### config.mk
export PLATFORM = sky130hd
export DESIGN_NAME = hazard_sb
export DESIGN_NICKNAME = d
export VERILOG_FILES = /design/src/rtl/hazard_pkg.sv /design/src/rtl/md_tracker.sv /design/src/rtl/hazard_sb.sv
export SDC_FILE = /design/constraint.sdc
export NUM_CORES = 1
export LEC_CHECK = 0
export ABC_AREA = 1
export BUFFER_PORTS_ARGS = -buffer_cell sky130_fd_sc_hd__buf_4
export CAP_MARGIN = 5
export CORE_MARGIN = 3
export CORE_UTILIZATION = 46
export CTS_BUF_LIST = sky130_fd_sc_hd__clkbuf_16
export DETAILED_ROUTE_END_ITERATION = 12
export GPL_TIMING_DRIVEN = 0
export PLACE_DENSITY = 0.78
export SYNTH_ARGS = -nofsm -noshare
export SYNTH_HDL_FRONTEND = slang
export SYNTH_SLANG_ARGS = --single-unit
### constraint.sdc
create_clock -name clk -period 1.7 [get_ports clk]
set_input_delay 0.085 -clock clk [delete_from_list [all_inputs] [get_ports clk]]
set_output_delay 0.085 -clock clk [all_outputs]
set_load 0.05 [all_outputs]
### src/rtl/hazard_pkg.sv
// Shared types and constants for the pipeline hazard controller and its mult/div scoreboard.
package hazard_pkg;

    localparam logic [1:0] FWD_NONE = 2'b00;
    localparam logic [1:0] FWD_WB   = 2'b01;
    localparam logic [1:0] FWD_MEM  = 2'b10;

    typedef enum logic [1:0] {MD_IDLE, MD_BUSY, MD_DONE} md_state_t;

    // Countdown must hold the longest latency minus one; one spare value keeps LAT=2^n safe.
    function automatic int unsigned mdCntWidth(int unsigned mulLat, int unsigned divLat);
        int unsigned longest;
        longest = (mulLat > divLat) ? mulLat : divLat;
        return $clog2(longest + 1);
    endfunction

endpackage

### src/rtl/md_tracker.sv
// Background mult/div occupancy tracker: counts down the unit latency and pulses done when HI/LO land.
module md_tracker
    import hazard_pkg::*;
#(
    parameter int unsigned MUL_LAT = 4,
    parameter int unsigned DIV_LAT = 32
) (
    input  logic clk,
    input  logic resetn,
    input  logic start,
    input  logic is_div,
    output logic busy,
    output logic done
);

    localparam int unsigned CW = mdCntWidth(MUL_LAT, DIV_LAT);
    localparam logic [CW-1:0] MulLoad = CW'(MUL_LAT - 1);
    localparam logic [CW-1:0] DivLoad = CW'(DIV_LAT - 1);

    md_state_t     stateQ, stateD;
    logic [CW-1:0] cntQ, cntD;

    always_ff @(posedge clk or negedge resetn) begin
        if (!resetn) begin
            stateQ <= MD_IDLE;
            cntQ   <= '0;
        end else begin
            stateQ <= stateD;
            cntQ   <= cntD;
        end
    end

    always_comb begin
        stateD = stateQ;
        cntD   = cntQ;
        case (stateQ)
            MD_IDLE: begin
                if (start) begin
                    cntD   = is_div ? DivLoad : MulLoad;
                    stateD = MD_BUSY;
                end
            end
            MD_BUSY: begin
                if (cntQ == '0) begin
                    stateD = MD_DONE;
                end else begin
                    cntD = cntQ - 1'b1;
                end
            end
            MD_DONE: stateD = MD_IDLE;
            default: stateD = MD_IDLE;
        endcase
    end

    assign busy = (stateQ != MD_IDLE);
    assign done = (stateQ == MD_DONE);

endmodule

### src/rtl/hazard_sb.sv
// 5-stage MIPS hazard unit: forwarding, load-use/branch/md stalls, exception flush, stall counter.
module hazard_sb
    import hazard_pkg::*;
#(
    parameter int unsigned REG_AW  = 5,
    parameter int unsigned MUL_LAT = 4,
    parameter int unsigned DIV_LAT = 32,
    parameter int unsigned CNT_W   = 16
) (
    input  logic              clk,
    input  logic              resetn,
    input  logic [REG_AW-1:0] rsD,
    input  logic [REG_AW-1:0] rtD,
    input  logic              branchD,
    input  logic              jumpregD,
    input  logic              mdopD,
    input  logic              hiloreadD,
    input  logic [REG_AW-1:0] rsE,
    input  logic [REG_AW-1:0] rtE,
    input  logic [REG_AW-1:0] writeregE,
    input  logic              regwriteE,
    input  logic              memtoregE,
    input  logic              mdstartE,
    input  logic              mddivE,
    input  logic [REG_AW-1:0] writeregM,
    input  logic              regwriteM,
    input  logic              memtoregM,
    input  logic              excM,
    input  logic [REG_AW-1:0] writeregW,
    input  logic              regwriteW,
    input  logic              perf_clr,
    output logic              stallF,
    output logic              stallD,
    output logic              flushD,
    output logic              flushE,
    output logic              flushM,
    output logic              forwardaD,
    output logic              forwardbD,
    output logic [1:0]        forwardaE,
    output logic [1:0]        forwardbE,
    output logic              mdbusy,
    output logic              mddone,
    output logic [CNT_W-1:0]  stall_cnt
);

    logic lwstall, brstall, mdstall;
    logic mdStart;
    logic [CNT_W-1:0] stallCntQ;

    function automatic logic [1:0] fwdSelE(logic [REG_AW-1:0] src, logic [REG_AW-1:0] wrM,
                                           logic wenM, logic [REG_AW-1:0] wrW, logic wenW);
        if (src != '0 && wenM && wrM == src) return FWD_MEM;
        if (src != '0 && wenW && wrW == src) return FWD_WB;
        return FWD_NONE;
    endfunction

    function automatic logic readsD(logic [REG_AW-1:0] dst, logic [REG_AW-1:0] a,
                                    logic [REG_AW-1:0] b);
        return (dst != '0) && (dst == a || dst == b);
    endfunction

    assign forwardaE = fwdSelE(rsE, writeregM, regwriteM, writeregW, regwriteW);
    assign forwardbE = fwdSelE(rtE, writeregM, regwriteM, writeregW, regwriteW);
    assign forwardaD = (rsD != '0) && regwriteM && (writeregM == rsD);
    assign forwardbD = (rtD != '0) && regwriteM && (writeregM == rtD);

    assign lwstall = memtoregE && regwriteE && readsD(writeregE, rsD, rtD);
    assign brstall = (branchD || jumpregD) &&
                     ((regwriteE && readsD(writeregE, rsD, rtD)) ||
                      (memtoregM && readsD(writeregM, rsD, rtD)));
    assign mdstall = (hiloreadD || mdopD) && (mdbusy || mdstartE);

    // An exception redirects fetch, so it overrides every stall.
    assign stallD = (lwstall || brstall || mdstall) && !excM;
    assign stallF = stallD;
    assign flushE = stallD || excM;
    assign flushD = excM;
    assign flushM = excM;

    // A start colliding with a running op is ignored; the assertion below flags it.
    assign mdStart = mdstartE && !excM && !mdbusy;

    md_tracker #(
        .MUL_LAT(MUL_LAT),
        .DIV_LAT(DIV_LAT)
    ) u_md_tracker (
        .clk   (clk),
        .resetn(resetn),
        .start (mdStart),
        .is_div(mddivE),
        .busy  (mdbusy),
        .done  (mddone)
    );

    always_ff @(posedge clk or negedge resetn) begin
        if (!resetn) begin
            stallCntQ <= '0;
        end else if (perf_clr) begin
            stallCntQ <= '0;
        end else if (stallD && stallCntQ != '1) begin
            stallCntQ <= stallCntQ + 1'b1;
        end
    end

    assign stall_cnt = stallCntQ;

    mdIssueWhileBusy: assert property (@(posedge clk) disable iff (!resetn)
                                       !(mdstartE && mdbusy));

endmodule
==> results of run 1 <==
## layout make-up
class | count | area [um^2]
Multi-Input combinational cell | 269 | 1530
Fill cell | 352 | 1200
Timing Repair Buffer | 97 | 742
Sequential cell | 24 | 607
Inverter | 50 | 195
Clock buffer | 3 | 75.1
Buffer | 9 | 65.1
Tap cell | 52 | 65.1
Clock inverter | 1 | 30.0
## worst min-delay path: stages
cell and delay (ns):
sky130_fd_sc_hd__buf_4 0.11, sky130_fd_sc_hd__nand2_1 0.11, sky130_fd_sc_hd__a31oi_1 0.09
## layer usage
layer / GRT usage / routed length [um] / vias up
met5: 0 / 0 / -
li1: - / - / 1314
met3: 0.0356 / 400 / 20
met4: 0.0602 / 153 / 0
met1: 0.302 / 2880 / 1209
met2: 0.441 / 3660 / 101
## repair_timing
item / CTS / global route
hold buffers: 1 / 0
cloned: 1 / 0
endpoints found under the hold margin: 24 / 0
pin swaps: 8 / 12
resized for setup: 13 / 23
buffers inserted: 14 / 7
endpoints found under the setup margin: 17 / 18
## state kept, by name, indices dropped and copies added (netlist names)
name	flops
stall_cnt	16
u_md_tracker.cntQ	6
u_md_tracker.stateQ	2
## where the power goes
part           leakage, uW  internal (uW)  total [uW]  switching [uW]
Combinational      0.00141            466        1190             719
Sequential        0.000307            681         767            86.0
Clock            0.0000511            468         682             213
Total              0.00177           1620        2630            1020
## placed cells by master, fill, tap and decap left out, drive strengths merged, types with 2 or more instances in the layout
master    synthesis  final
a21oi             8      8
dfrtp            24     24
buf               7    103
xnor2            12     12
a31oi             4      4
inv              49     47
nor4              2      2
nor2             46     46
nand3b            2      2
nand3            32     32
clkbuf            2      5
xor2             14     14
nand4             4      4
ha                3      3
nor3             11     11
a311oi            2      2
o21ai             8      8
clkinvlp          0      2
nand2           114    114
## worst paths after layout
path	start	endpoint	slack, ns
max	stall_cnt[1]	stall_cnt[8]	-0.16
min	mddivE	u_md_tracker.cntQ[2]	0.18
max reg2reg	stall_cnt[1]	stall_cnt[8]	-0.16
min reg2reg	u_md_tracker.cntQ[0]	u_md_tracker.cntQ[0]	0.47
max in group asynchronous	resetn	stall_cnt[1]	1.17
min in group asynchronous	resetn	stall_cnt[13]	0.26
## cells by family (layout without fill, tap and decap cells)
family,count (synthesis),count (layout),synth area share
simple gates,215,215,0.429
buf+inv,59,160,0.113
fa+ha+maj,3,3,0.0170
xor+xnor,26,26,0.103
flops,24,24,0.272
compound gates,25,25,0.0663
## per-stage QoR
stage	setup WS (ns)	area [um^2]	utilization	TNS, ns
after floorplan	-0.262	2270	-	-3.39
final	-0.155	3310	0.734	-1.83
after detailed placement	-0.211	2910	0.646	-2.44
after global placement	-0.184	2910	0.646	-1.96
after global routing	-0.216	3310	0.734	-2.98
after CTS	-0.193	3190	0.708	-2.37
==> flow_summary.json, run 1 <==
{
  "die-height_um": 75.3,
  "final_min_period_over_clock_period": 1.09,
  "clockRootBuffer": "sky130_fd_sc_hd__clkbuf_16",
  "min_delay_path_depth": 3,
  "synth_flop_type": "sky130_fd_sc_hd__dfrtp_1",
  "max-slew-margin-rel": 0.659,
  "clkSlewWorstSetupHoldPaths_ns": 0.07,
  "hpwl_mm": 4.95,
  "synthTopCellsByArea": "sky130_fd_sc_hd__dfrtp_1 27%, sky130_fd_sc_hd__nand2_1 19%, sky130_fd_sc_hd__inv_1 7.8%",
  "floorplan.rows": 24,
  "setup.worst_path.class": "reg2reg",
  "peakVddDrop_v": 0.000544,
  "floorplan.die_area_um2": 5670,
  "static-leakage-power_uw": 0.00177,
  "post_layout_net_count": 507,
  "grt_remaining_overflow": 0,
  "yosys_warnings": 0,
  "grt_start_max_net_pins": 25,
  "synth_area_per_cell_um2": 6.28,
  "failed_checks": "setup timing",
  "netlist-cell-type-count": 37,
  "cpPeakStageDelay_ns": 0.40,
  "finalMaxSlewViolations": 0,
  "netlist_top_cells_count": "111 x sky130_fd_sc_hd__nand2_1, 46 x sky130_fd_sc_hd__inv_1, 44 x sky130_fd_sc_hd__nor2_1",
  "setup_viol": 15,
  "synth_cells": 352,
  "tritoncts_clock_tree": "done",
  "antenna_violating_nets_post_route": 0,
  "drt_iter0_drc": 149,
  "timing.critical_path.slowest_stage_cell": "sky130_fd_sc_hd__dfrtp_2",
  "htreeDepth": 1,
  "critical_path.cell_chain": "ha_4 -> nand3_4 -> nor3_4 -> nand2_2 -> inv_2 -> nand2_4 -> nor2_4 -> nand4_4 -> nand3_4 -> nand2_4 -> buf_6 -> nand2_2 -> nand2_1",
  "pre_antenna_drt_iters": 4,
  "min_path_type": "in2reg",
  "timing.final.hold_violations": 0,
  "worst_skew_pair.late_latency_ns": 0.26,
  "clkSinkCount": 24,
  "worstSetupStartpointType": "register",
  "place_congestion": 0.879,
  "vias_after_detailed_routing": 2644,
  "avgRoutedWirePerCell_um": 14.0,
  "holdWs_ns": 0.177,
  "data_arrival_critical_path_ns": 2.01,
  "path_buf_inv": 2,
  "layoutNonFillerInstCount": 505,
  "post_route_cells_drive_above_1_share": 0.347,
  "synth_edf_count": 0,
  "total_power_uw": 2630,
  "yosysTopAreaCellShare": 0.272,
  "grt_antenna_before_repair": 0,
  "tritoncts.num_buffers": 3,
  "drt_drc_violations_left": 0,
  "synth.net_count": 405,
  "num_io_pins": 79,
  "port_buffers": 76,
  "maximum_operating_frequency_mhz": 539,
  "vias_per_cell": 5.24,
  "fin_crit_ns": 1.86,
  "synth_area_um2": 2210,
  "placed_cells": 480,
  "fin_skew_ns": 0.00252,
  "number_of_storage_elements_in_the_synthesis_netlist": 24,
  "track_usage": 0.243,
  "timing.critical_path.max_delay_family": "simple AND/OR/NAND/NOR gates",
  "netlist.top_cell.by_area": "sky130_fd_sc_hd__dfrtp_1",
  "postRouteWirelength_mm": 7.09,
  "grt_pass1_vias": 2412,
  "rsz_0062_raised_after_global_routing": "true",
  "n_antenna_cell": 0,
  "maxCapViolCount": 0,
  "clk_path_buf_depth": 2,
  "synthToLayoutAreaGrowth_pct": 49.7,
  "layout_setup_ws_ns": -0.155,
  "floorplan.initialDensity": 0.491,
  "cp-end-kind": "register",
  "worstMarginPinSlew_ns": 0.512,
  "fp.dieW_um": 75.3,
  "run_status": "finished with violations",
  "power_density_nw_per_um2": 796,
  "grt_pass1_wl_mm": 10.8,
  "fp.coreArea_um2": 4500,
  "synth-async-reset-ratio": 1.00,
  "reg2reg_depth": 13,
  "worst_ep_required_time_ns": 1.85,
  "sequential_element_share_of_the_synthesized_area": 0.272,
  "post-synth-top-count-cell": "sky130_fd_sc_hd__nand2_1",
  "worst_path_fanout_max": 6,
  "critical_path_depth": 13
}
No activity file was read; power rests on OpenSTA's default activity.
==> run 2: changes to the inputs <==
--- a/config.mk
+++ b/config.mk
@@ -9,11 +9,11 @@
 export BUFFER_PORTS_ARGS = -buffer_cell sky130_fd_sc_hd__buf_4
 export CAP_MARGIN = 5
 export CORE_MARGIN = 3
-export CORE_UTILIZATION = 46
+export CORE_UTILIZATION = 50
 export CTS_BUF_LIST = sky130_fd_sc_hd__clkbuf_16
 export DETAILED_ROUTE_END_ITERATION = 12
 export GPL_TIMING_DRIVEN = 0
-export PLACE_DENSITY = 0.78
+export PLACE_DENSITY = 0.8
 export SYNTH_ARGS = -nofsm -noshare
 export SYNTH_HDL_FRONTEND = slang
 export SYNTH_SLANG_ARGS = --single-unit
==> constraint.sdc (replaced) <==
create_clock -name clk -period 1.74 [get_ports clk]
set_input_delay 0.087 -clock clk [delete_from_list [all_inputs] [get_ports clk]]
set_output_delay 0.087 -clock clk [all_outputs]
set_load 0.05 [all_outputs]
==> run 2 against run 1 <==
The flow still finishes with violations (setup timing). Via count is 1.3% higher. Critical endpoint is now stall_cnt[10]. Largest cell class unchanged. Hold slack worse by 0.017 ns. Routed wire length is 1.7% lower.
==> flow_summary.json, run 2 (synthesis gave the netlist of run 1 again) <==
{
  "final_area_um2": 3240,
  "dp_slack_ns": -0.179,
  "min_path_type": "in2reg",
  "post_layout_net_count": 505,
  "critical_path.cell_chain": "ha_4 -> nand3_4 -> nor3_4 -> nand2_2 -> inv_2 -> nand2_4 -> nor2_4 -> nand4_4 -> nand3_4 -> buf_4 -> nand3_1 -> nand2_1",
  "clkSlewWorstSetupHoldPaths_ns": 0.07,
  "antenna_violating_nets_post_route": 0,
  "power_density_nw_per_um2": 783,
  "static-leakage-power_uw": 0.00176,
  "grt_remaining_overflow": 0,
  "fp.coreArea_um2": 4140,
  "maxCapViolCount": 0,
  "port_buffers": 76,
  "timing.critical_path.max_delay_family": "simple AND/OR/NAND/NOR gates",
  "worst_ep_required_time_ns": 1.94,
  "finalMaxSlewViolations": 0,
  "synthToLayoutAreaGrowth_pct": 46.8,
  "place_congestion": 0.860,
  "drt_iter0_drc": 213,
  "critical_path_depth": 12,
  "path_buf_inv": 2,
  "floorplan.initialDensity": 0.533,
  "reg2reg_depth": 12,
  "worstMarginPinSlew_ns": 0.495,
  "maximum_operating_frequency_mhz": 547,
  "largest_register_ffs": 16,
  "tritoncts.num_buffers": 3,
  "worst_path_fanout_max": 10,
  "pre_antenna_drt_iters": 4,
  "worstSetupStartpointType": "register",
  "vias_after_detailed_routing": 2679,
  "grt_pass1_vias": 2538,
  "grt_start_max_net_pins": 25,
  "fp.dieW_um": 72.5,
  "worst_skew_pair.late_latency_ns": 0.26,
  "vias_per_cell": 5.35,
  "floorplan.rows": 23,
  "top_library_cells_by_usage_in_the_layout_fill_and_taps_aside": "95 x sky130_fd_sc_hd__buf_4, 95 x sky130_fd_sc_hd__nand2_1, 44 x sky130_fd_sc_hd__inv_1",
  "grt_antenna_before_repair": 0,
  "run_status": "finished with violations",
  "htreeDepth": 1,
  "track_usage": 0.262,
  "cpPeakStageDelay_ns": 0.39,
  "rsz_0062_raised_after_global_routing": "true",
  "drt_drc_violations_left": 0,
  "clockRootBuffer": "sky130_fd_sc_hd__clkbuf_16",
  "postRouteWirelength_mm": 6.97,
  "peakVddDrop_v": 0.000750,
  "setup_viol": 16,
  "final_core_util": 0.783,
  "postPlaceCellArea_um2": 2890,
  "fin_skew_ns": 0.00793,
  "die-height_um": 72.5,
  "post_route_cells_drive_above_1_share": 0.333,
  "final_min_period_over_clock_period": 1.05,
  "fin_crit_ns": 1.83,
  "floorplan.die_area_um2": 5250,
  "min_delay_path_depth": 3,
  "num_io_pins": 79,
  "hpwl_mm": 4.87,
  "setup.worst_path.class": "reg2reg",
  "layout_setup_ws_ns": -0.0883,
  "failed_checks": "setup timing",
  "avgRoutedWirePerCell_um": 13.9,
  "grt_pass1_wl_mm": 11.0,
  "max-slew-margin-rel": 0.670,
  "cpMostUsedCell": "sky130_fd_sc_hd__nand3_4",
  "timing.final.hold_violations": 0,
  "n_antenna_cell": 0,
  "data_arrival_critical_path_ns": 2.03,
  "clk_path_buf_depth": 2,
  "cp-end-kind": "register",
  "tritoncts_clock_tree": "done",
  "timing.critical_path.slowest_stage_cell": "sky130_fd_sc_hd__dfrtp_2",
  "clkSinkCount": 24
}
[run 2: metal layers]
layer | routed length (um) | share of wire | GRT usage | vias to the layer above
li1 | - | - | - | 1312
met1 | 2790 | 0.40 | 0.310 | 1234
met2 | 3590 | 0.51 | 0.470 | 108
met3 | 379 | 0.054 | 0.0402 | 25
met4 | 221 | 0.032 | 0.105 | 0
met5 | 0 | 0 | 0 | -
[run 2: stage by stage]
stage	total power, uW	instances	hold WS [ns]	TNS (ns)
3_5_place_dp	1780	478	0.00764	-1.74
3_3_place_gp	1740	478	0.00759	-1.34
2_1_floorplan	1440	352	-0.209	-3.08
6_report	2540	501	0.160	-0.952
5_1_grt	2690	501	0.178	-2.66
4_1_cts	2500	496	0.161	-0.231
[run 2: path summary, 6_finish.rpt]
| check | startpoint | endpoint | slack (ns) |
|---|---|---|---|
| max | stall_cnt[1] | stall_cnt[10] | -0.09 |
| max reg2reg | stall_cnt[1] | stall_cnt[10] | -0.09 |
| min | mddivE | u_md_tracker.cntQ[4] | 0.16 |
| min in group asynchronous | resetn | stall_cnt[9] | 0.27 |
| min reg2reg | u_md_tracker.cntQ[0] | u_md_tracker.cntQ[0] | 0.47 |
| max in group asynchronous | resetn | stall_cnt[1] | 1.19 |
[run 2: layout make-up]
cell class | count | area [um^2]
clock inverters | 1 | 30.0
clock buffers | 3 | 75.1
well taps | 50 | 62.6
plain buffers | 9 | 61.3
fillers | 308 | 901
multi-input cells | 269 | 1490
repair buffers | 95 | 731
inverters | 50 | 191
flip-flops and latches | 24 | 607
[run 2: where the power goes]
part	total [uW]	internal [uW]	leakage [uW]	switching, uW
Sequential	750	665	0.000307	85.3
Combinational	1120	431	0.00140	687
Clock	672	458	0.0000511	214
[run 2: worst min-delay path: stages]
cell                      delay [ns]
sky130_fd_sc_hd__buf_4          0.11
sky130_fd_sc_hd__nand2_1        0.10
sky130_fd_sc_hd__a31oi_1        0.09
[run 2: what timing repair did]
| item | in CTS | in global routing |
|---|---|---|
| pin swaps | 1 | 4 |
| gates cloned | 1 | 0 |
| setup endpoints to repair | 17 | 17 |
| hold buffers | 1 | 0 |
| buffers inserted | 12 | 5 |
| gates resized for setup | 17 | 13 |
| hold endpoints to repair | 24 | 0 |
==> run 3: changes to the inputs <==
--- a/config.mk
+++ b/config.mk
@@ -9,11 +9,11 @@
 export BUFFER_PORTS_ARGS = -buffer_cell sky130_fd_sc_hd__buf_4
 export CAP_MARGIN = 5
 export CORE_MARGIN = 3
-export CORE_UTILIZATION = 50
+export CORE_UTILIZATION = 51
 export CTS_BUF_LIST = sky130_fd_sc_hd__clkbuf_16
 export DETAILED_ROUTE_END_ITERATION = 12
 export GPL_TIMING_DRIVEN = 0
-export PLACE_DENSITY = 0.8
+export PLACE_DENSITY = 0.82
 export SYNTH_ARGS = -nofsm -noshare
 export SYNTH_HDL_FRONTEND = slang
 export SYNTH_SLANG_ARGS = --single-unit
==> run 3 against run 2 <==
The run still ends with setup timing left. Final cell count up 0.20%. First-iteration DRC count up 22%. Die area fell by 1.8%. Setup slack got worse by 0.16 ns. Combinational power is essentially flat. Critical path depth is 1 higher. Critical path type unchanged. Critical endpoint is now stall_cnt[3]. Highest routed layer unchanged.
==> flow_summary.json, run 3 (synthesis gave the netlist of run 1 again) <==
{
  "largest_register_ffs": 16,
  "timing.critical_path.slowest_stage_cell": "sky130_fd_sc_hd__dfrtp_2",
  "setup_viol": 15,
  "fillers": 292,
  "min_delay_worst_endpoint": "u_md_tracker.cntQ[5]",
  "final_area_um2": 3250,
  "clkSinkCount": 24,
  "postPlaceCellArea_um2": 2890,
  "worst_path_fanout_max": 4,
  "worstReg2RegStart": "stall_cnt[1]",
  "timing.critical_path.max_delay_family": "simple AND/OR/NAND/NOR gates",
  "floorplan.initialDensity": 0.541,
  "grt_pass1_wl_mm": 11.0,
  "port_buffers": 76,
  "maximum_operating_frequency_mhz": 502,
  "critical_path.cell_chain": "ha_4 -> nand3_4 -> nor3_4 -> nand2_2 -> inv_2 -> nand2_4 -> nor2_4 -> nand4_4 -> nand3_4 -> buf_4 -> buf_4 -> nand3_1 -> nand2_1",
  "die-height_um": 71.8,
  "critical_r2r_capture": "stall_cnt[3]",
  "layout_setup_ws_ns": -0.250,
  "timing.final.hold_violations": 0,
  "tritoncts_clock_tree": "done",
  "wl_met1_mm": 2.92,
  "peakVddDrop_v": 0.000647,
  "path_buf_inv": 3,
  "min_delay_path_depth": 4,
  "postRouteWirelength_mm": 7.61,
  "data_arrival_critical_path_ns": 2.18,
  "vias_after_detailed_routing": 2740,
  "pre_antenna_drt_iters": 5,
  "grt_start_max_net_pins": 25,
  "post_layout_net_count": 506,
  "fp.coreArea_um2": 4090,
  "layoutNonFillerInstCount": 502,
  "hpwl_mm": 4.76,
  "floorplan.die_area_um2": 5160,
  "clockRootBuffer": "sky130_fd_sc_hd__clkbuf_16",
  "num_io_pins": 79,
  "min_path_type": "in2reg",
  "met3_length_um": 502,
  "final_min_period_over_clock_period": 1.14,
  "dr.max_layer_used": "met4",
  "tritoncts.num_buffers": 3,
  "dr_wl_met2_mm": 4.00,
  "layout_commonest_cell": "sky130_fd_sc_hd__nand2_1",
  "n_antenna_cell": 0,
  "worstMarginPinSlew_ns": 0.490,
  "fp.dieW_um": 71.8,
  "floorplan.rows": 23,
  "grt_pass1_vias": 2468,
  "worst_ep_required_time_ns": 1.93,
  "synthToLayoutAreaGrowth_pct": 47.2,
  "cpPeakStageDelay_ns": 0.40,
  "grt_remaining_overflow": 0,
  "static-leakage-power_uw": 0.00175,
  "fin_crit_ns": 1.99,
  "antenna_violating_nets_post_route": 0,
  "track_usage": 0.264,
  "post_route_cells_drive_above_1_share": 0.338,
  "worstSetupStartpointType": "register",
  "placed_cells": 478,
  "setup.worst_path.class": "reg2reg",
  "worst_skew_pair.late_latency_ns": 0.26,
  "cp-end-kind": "register",
  "clkSlewWorstSetupHoldPaths_ns": 0.07,
  "max-slew-margin-rel": 0.673,
  "avgRoutedWirePerCell_um": 15.2,
  "power_density_nw_per_um2": 739,
  "drt_iter0_drc": 260,
  "rrSetupSlack_ns": -0.25,
  "reg2reg_depth": 13,
  "htreeDepth": 1,
  "rsz_0062_raised_after_global_routing": "true",
  "vias_per_cell": 5.46,
  "top_library_cells_by_usage_in_the_layout_fill_and_taps_aside": "98 x sky130_fd_sc_hd__nand2_1, 96 x sky130_fd_sc_hd__buf_4, 43 x sky130_fd_sc_hd__inv_1",
  "maxCapViolCount": 0,
  "timing.hold.worst.start": "mdstartE",
  "grt_antenna_before_repair": 0,
  "run_status": "finished with violations",
  "finalMaxSlewViolations": 0,
  "failed_checks": "setup timing",
  "clk_path_buf_depth": 2,
  "fin_skew_ns": 0.00820,
  "place_congestion": 0.854,
  "drt_drc_violations_left": 0
}
-- run 3: how the worst max path moves through the flow --
stage | depth (start not counted) | slack, ns | end | startpoint
global route | 13 | -0.29 | stall_cnt[3] | stall_cnt[1]
finish | 13 | -0.25 | stall_cnt[3] | stall_cnt[1]
detailed placement | 13 | -0.18 | stall_cnt[14] | stall_cnt[0]
floorplan | 7 | -0.36 | forwardbE[0] | writeregM[2]
global placement | 13 | -0.15 | stall_cnt[14] | stall_cnt[0]
CTS | 13 | -0.13 | stall_cnt[13] | stall_cnt[0]
-- run 3: what timing repair did --
action | in CTS | in global routing
gates resized for setup | 11 | 24
pin swaps | 7 | 11
endpoints found under the hold margin | 24 | 0
setup endpoints to repair | 16 | 17
cloned | 1 | 0
hold buffers | 1 | 0
setup buffers | 17 | 2
-- run 3: worst reg2reg max path, delay by kind of cell (launching register included) --
kind	cells	cell delay, ns
simple gates	9	0.99
flops	1	0.40
buf+inv	3	0.37
fa+ha+maj	1	0.17
-- run 3: area by class of cell --
cell class,count,area (um^2),area share
flip-flops and latches,24,607,0.187
repair buffers,96,734,0.226
clock inverters,1,3.75,0.00115
clock buffers,3,75.1,0.0231
inverters,50,195,0.0600
well taps,50,62.6,0.0192
multi-input cells,269,1510,0.464
plain buffers,9,65.1,0.0200
-- run 3: metrics by stage --
step           worst slack (ns)  total power [uW]  hold slack (ns)   util  TNS [ns]
2_1_floorplan            -0.364              1440           -0.209      -     -3.08
3_5_place_dp             -0.180              1770          0.00925  0.707     -1.71
5_1_grt                  -0.285              2560            0.182  0.796     -3.65
6_report                 -0.250              2400            0.172  0.796     -3.06
4_1_cts                  -0.132              2350            0.165  0.773     -1.75
3_3_place_gp             -0.146              1740          0.00311  0.707     -1.40
-- run 3: layer usage --
| layer | track usage | up-vias |
|---|---|---|
| met3 | 0.0379 | 26 |
| met2 | 0.468 | 147 |
| li1 | - | 1308 |
| met1 | 0.328 | 1259 |
| met5 | 0 | - |
| met4 | 0.0814 | 0 |
-- run 3: power by group --
group / total [uW] / internal [uW] / leakage (uW) / switching, uW
combinational: 1140 / 439 / 0.00140 / 698
clock: 512 / 308 / 0.0000385 / 204
sequential: 754 / 665 / 0.000307 / 88.3
total: 2400 / 1410 / 0.00175 / 990
